==> src/rtl/led_pwm_pkg.sv <==
// Shared types and constants for the LED PWM driver.
// Optional build macro used by this block: LED_PWM_GAMMA_EN (see led_pwm_driver).
package led_pwm_pkg;

    // Default bit width of level, duty and period counter; period = 2^WIDTH cycles.
    localparam int unsigned WIDTH_DEFAULT = 8;

    // Controller states: idle (counter parked), running, and draining to a period boundary.
    typedef enum logic [1:0] {
        StIdle  = 2'd0,
        StRun   = 2'd1,
        StDrain = 2'd2
    } state_e;

endpackage

==> src/rtl/led_pwm_gamma.sv <==
// Combinational square-law brightness mapping: level = (val * val) >> WIDTH.
// Instantiated by led_pwm_driver only when LED_PWM_GAMMA_EN is defined.
module led_pwm_gamma
    import led_pwm_pkg::*;
#(
    parameter int unsigned WIDTH = WIDTH_DEFAULT
) (
    input  logic [WIDTH-1:0] val,
    output logic [WIDTH-1:0] level
);

    logic [2*WIDTH-1:0] val_ext;
    logic [2*WIDTH-1:0] prod;

    // Full double-width product; keep the upper half.
    always_comb begin
        val_ext = {{WIDTH{1'b0}}, val};
        prod    = val_ext * val_ext;
        level   = prod[2*WIDTH-1:WIDTH];
    end

endmodule

==> src/rtl/led_pwm_driver.sv <==
// LED PWM driver with double-buffered duty and drain-to-boundary shutdown.
// Build option: define LED_PWM_GAMMA_EN to square-map VAL on capture
// (captured = (VAL*VAL) >> WIDTH); otherwise VAL is captured unchanged.
// PWM and PERIOD_END are registered views of the slot processed in the previous cycle,
// so the PERIOD_END of the final drained period lands in the first IDLE cycle.
module led_pwm_driver
    import led_pwm_pkg::*;
#(
    parameter int unsigned WIDTH = WIDTH_DEFAULT
) (
    input  logic             CLK,
    input  logic             RST,
    input  logic             EN,
    input  logic             LOAD,
    input  logic [WIDTH-1:0] VAL,
    output logic             PWM,
    output logic             PERIOD_END,
    output logic             BUSY
);

    localparam logic [WIDTH-1:0] CntMax = '1;

    state_e           state_q, state_d;
    logic [WIDTH-1:0] cnt_q, cnt_d;
    logic [WIDTH-1:0] shadow_q, shadow_d;
    logic [WIDTH-1:0] duty_q, duty_d;
    logic             pwm_q, pwm_d;
    logic             pe_q, pe_d;
    logic [WIDTH-1:0] cap_val;
    logic             active;
    logic             wrap;

`ifdef LED_PWM_GAMMA_EN
    led_pwm_gamma #(
        .WIDTH (WIDTH)
    ) u_gamma (
        .val   (VAL),
        .level (cap_val)
    );
`else
    assign cap_val = VAL;
`endif

    assign active = (state_q == StRun) || (state_q == StDrain);
    assign wrap   = active && (cnt_q == CntMax);

    // Next-state: mode transitions, counter, shadow/active duty and registered outputs.
    always_comb begin
        state_d  = state_q;
        cnt_d    = cnt_q;
        shadow_d = shadow_q;
        duty_d   = duty_q;
        pwm_d    = 1'b0;
        pe_d     = 1'b0;

        if (LOAD) begin
            shadow_d = cap_val;
        end

        unique case (state_q)
            StIdle: begin
                cnt_d = '0;
                if (EN) begin
                    state_d = StRun;
                    duty_d  = shadow_q;
                end
            end
            StRun: begin
                if (!EN) begin
                    state_d = StDrain;
                end
            end
            StDrain: begin
                if (EN) begin
                    state_d = StRun;
                end else if (wrap) begin
                    state_d = StIdle;
                end
            end
            default: begin
                state_d = StIdle;
            end
        endcase

        if (active) begin
            cnt_d = cnt_q + 1'b1;
            pwm_d = (cnt_q < duty_q);
            pe_d  = wrap;
            // Duty only changes at the boundary; a LOAD in the wrap cycle bypasses the shadow.
            if (wrap) begin
                duty_d = LOAD ? cap_val : shadow_q;
            end
        end
    end

    // State register with synchronous reset; reset discards a coincident LOAD.
    always_ff @(posedge CLK) begin
        if (RST) begin
            state_q  <= StIdle;
            cnt_q    <= '0;
            shadow_q <= '0;
            duty_q   <= '0;
            pwm_q    <= 1'b0;
            pe_q     <= 1'b0;
        end else begin
            state_q  <= state_d;
            cnt_q    <= cnt_d;
            shadow_q <= shadow_d;
            duty_q   <= duty_d;
            pwm_q    <= pwm_d;
            pe_q     <= pe_d;
        end
    end

    assign PWM        = pwm_q;
    assign PERIOD_END = pe_q;
    assign BUSY       = (state_q != StIdle);

endmodule

==> config.mk <==
export PLATFORM = sky130hd
export DESIGN_NAME = led_pwm_driver
export DESIGN_NICKNAME = d
export VERILOG_FILES = /design/src/rtl/led_pwm_pkg.sv /design/src/rtl/led_pwm_gamma.sv /design/src/rtl/led_pwm_driver.sv
export SDC_FILE = /design/constraint.sdc
export NUM_CORES = 1
export LEC_CHECK = 0
export CORE_MARGIN = 1
export CORE_UTILIZATION = 45
export DETAILED_ROUTE_END_ITERATION = 10
export PLACE_DENSITY_LB_ADDON = 0.15
export SLEW_MARGIN = 20
export SYNTH_ARGS = -nofsm -noshare
export SYNTH_HDL_FRONTEND = slang
export SYNTH_SLANG_ARGS = --single-unit
==> constraint.sdc <==
create_clock -name CLK -period 4.1 [get_ports CLK]
set_input_delay 0.82 -clock CLK [delete_from_list [all_inputs] [get_ports CLK]]
set_output_delay 0.82 -clock CLK [all_outputs]
set_load 0.01 [all_outputs]
==> impl_metrics.json <==
{
  "grt_max_degree": 24,
  "cp_slowest_stage_delay_ns": 0.53,
  "skew_ns": 0.00299,
  "core_area_mm2": 0.00305,
  "maxCapViolCount": 0,
  "crit_arrival_ns": 1.81,
  "r2r_end": "duty_q[4]",
  "finalNetCount": 187,
  "cts-root-buf": "clkbuf_4",
  "power_leakage_nw": 0.702,
  "clk_latency_ns": 0.32,
  "syn_to_final_growth_pct": 12.7,
  "yosys.area.top_type": "dfxtp_1",
  "clkTransAtPathRegs_ns": 0.15,
  "multi_input_area_um2": 806,
  "p_per_area_mw_per_mm2": 309,
  "drt_iter0_markers": 24,
  "cts-resized-gates": 0,
  "yosys_warnings": 0,
  "n_antenna_cell": 0,
  "ys_types": 34,
  "relSlewSlack_pct": 43.4,
  "synthCells": 149,
  "syn_avg_cell_area_um2": 9.68,
  "grt_pass1_vias": 1108,
  "regArea_um2": 561,
  "post_cts_buffers": 0,
  "cts.hold.buffers_added": 0,
  "synth_compound_area_share_pct": 17.2,
  "portBuffers": 14,
  "place_congestion": 0.768,
  "rows": 20,
  "cts_tree": "yes",
  "grt_pass1_wl_mm": 4.95,
  "yosysSeqAreaShare_pct": 38.9,
  "synth_top_area_share_pct": 38.9,
  "min_period_ns": 2.63,
  "placed_area_mm2": 0.00160,
  "required_ns": 3.28,
  "synthMuxAreaShare_pct": 6.24,
  "synth-seq-cells": 28,
  "r2r_cells": 6,
  "dieArea_mm2": 0.00344,
  "crit_top_cell": "inv_1",
  "die_h_um": 58.6,
  "first_pass_iters": 4,
  "vias_per_cell": 5.40,
  "worstSetupEndpoint": "BUSY",
  "crit_slowest_cell": "clkdlybuf4s50_1",
  "cp-end-kind": "primary output",
  "critPathLaunchType": "register",
  "synthXorXnorAreaFrac_pct": 3.04,
  "fin_setup_tns_ns": 0,
  "hold_violations": 0,
  "ys_top_cells_by_area": "dfxtp_1 (39%), ha_1 (11%), a211oi_1 (7.8%)",
  "syn-num-nets": 174,
  "vias": 1101,
  "reg2reg_slack_ns": 2.30,
  "design_area_mm2": 0.00163,
  "worst_pin_slew_ns": 0.846,
  "start_util_pct": 47.3,
  "synth.cell_area_mm2": 0.00144,
  "met1_length_mm": 1.32,
  "crit_chain": "inv_1 > ha_1 > inv_1 > clkdlybuf4s50_1",
  "cp-startpoint": "state_q[0]",
  "routedWlPerCell_um": 13.7,
  "wirelength_mm": 2.79,
  "n_fill_cell": 309,
  "max_freq_mhz": 380,
  "drc": 0,
  "top_layer": "met4",
  "die_w_um": 58.6,
  "htree_levels": 1,
  "synth_top_family_by_area": "simple AND/OR/NAND/NOR gates",
  "wl_met3_um": 74,
  "setup-violations-final": 0,
  "clkSinkCount": 28,
  "antenna_found_initial": 0,
  "crit_fanout": 12,
  "rsz0062_at_grt": "false",
  "gr-total-overflow": 0,
  "irDropWorstVdd_uv": 200,
  "crit_type": "register to primary output",
  "status": "finished, final reports clean",
  "min_path_type": "register to register",
  "ant_nets": 0,
  "drive_above_1_share_pct": 5.00,
  "r2r-start": "state_q[0]",
  "dp.final_hpwl_mm": 2.06,
  "io-pin-count": 15,
  "grtUsageTotal_pct": 18.8,
  "min_period_over_period_pct": 64.2,
  "clockBufferDepth": 2,
  "synth_simple_gate_area_share_pct": 18.1,
  "cts_buffers": 3,
  "synthAdderAreaFrac_pct": 11.3,
  "final_max_slew_viol_count": 0,
  "route.met2.wl_mm": 1.37
}
cell type report:
| cell class | instances | share of cell area (%) |
|---|---|---|
| multi-input cells | 104 | 49.6 |
| flip-flops and latches | 28 | 34.5 |
| repair buffers | 14 | 8.62 |
| well taps | 44 | 3.39 |
| inverters | 11 | 2.54 |
| clock buffers | 3 | 1.39 |
through the flow:
step	setup WS [ns]	std cells	util (%)	total power [mW]	hold WS (ns)
finish	1.47	204	53.2	0.503	0.534
global route	1.35	204	53.2	0.532	0.577
CTS	1.44	204	53.2	0.508	0.541
detailed placement	1.65	201	52.5	0.395	0.506
global placement	1.71	201	52.5	0.392	0.489
floorplan	2.37	149	-	0.362	0.473
synthesized netlist by cell type, drive strengths merged:
library cell	instances
a2111oi	1
a211oi	17
a21o	3
a21oi	4
a221oi	1
and3	8
and3b	1
and4	1
buf	4
clkbuf	2
dfxtp	28
ha	13
inv	11
mux2i	9
nand2	4
nand2b	3
nand4	3
nand4b	1
nor2	17
nor2b	2
nor4	1
o21a	1
o21ai	4
o21bai	3
or3	2
xnor2	1
xor2	4
critical path, delay by kind of cell, from the launching register on:
family | cells | cell delay (ns)
flip-flops | 1 | 0.43
buffers and inverters | 3 | 0.72
adder cells (fa/ha/maj) | 1 | 0.34
how the worst min path moves through the flow:
stage / start / endpoint / cells past startpoint
6_report: shadow_q[1] / shadow_q[1] / 2
5_1_grt: shadow_q[1] / shadow_q[1] / 2
4_1_cts: shadow_q[3] / shadow_q[3] / 2
3_5_place_dp: shadow_q[3] / shadow_q[3] / 2
3_3_place_gp: shadow_q[3] / shadow_q[3] / 2
2_1_floorplan: shadow_q[1] / shadow_q[1] / 2
power breakdown:
part	leakage [nW]	internal, mW	switching [mW]
clock network	0.0138	0.0345	0.0787
registers	0.228	0.285	0.00969
logic	0.460	0.0436	0.0507
kinds of logic (layout without fill, tap and decap cells):
kind of cell	Yosys count	after routing
muxes	9	9
adders and majority gates	13	13
buffers and inverters	17	28
and+or+nand+nor	43	43
AOI/OAI and AO/OA	34	34
xor gates and xnor gates	5	5
DFF	28	28
sequential cells by signal, summed over array words and instances (netlist names):
| name | count |
|---|---|
| duty_q | 8 |
| shadow_q | 8 |
| PWM | 1 |
| cnt_q | 8 |
| PERIOD_END | 1 |
| state_q | 2 |
layout by cell type (no fill, tap or decap), drive strengths merged, types with 2 or more instances in the layout:
| cell | synthesis | layout |
|---|---|---|
| dfxtp | 28 | 28 |
| nor2 | 17 | 17 |
| a211oi | 17 | 17 |
| clkdlybuf4s50 | 0 | 14 |
| ha | 13 | 13 |
| inv | 11 | 11 |
| mux2i | 9 | 9 |
| and3 | 8 | 8 |
| a21oi | 4 | 4 |
| nand2 | 4 | 4 |
| xor2 | 4 | 4 |
| o21ai | 4 | 4 |
| nand2b | 3 | 3 |
| o21bai | 3 | 3 |
| a21o | 3 | 3 |
| clkbuf | 2 | 3 |
| nand4 | 3 | 3 |
| nor2b | 2 | 2 |
| or3 | 2 | 2 |
routing by layer:
| layer | vias up | global-route usage (%) |
|---|---|---|
| met5 | - | 0 |
| met1 | 528 | 23.8 |
| met3 | 2 | 4.62 |
| met2 | 14 | 32.0 |
| li1 | 557 | - |
| met4 | 0 | 4.76 |
No activity file was read; power rests on OpenSTA's default activity.
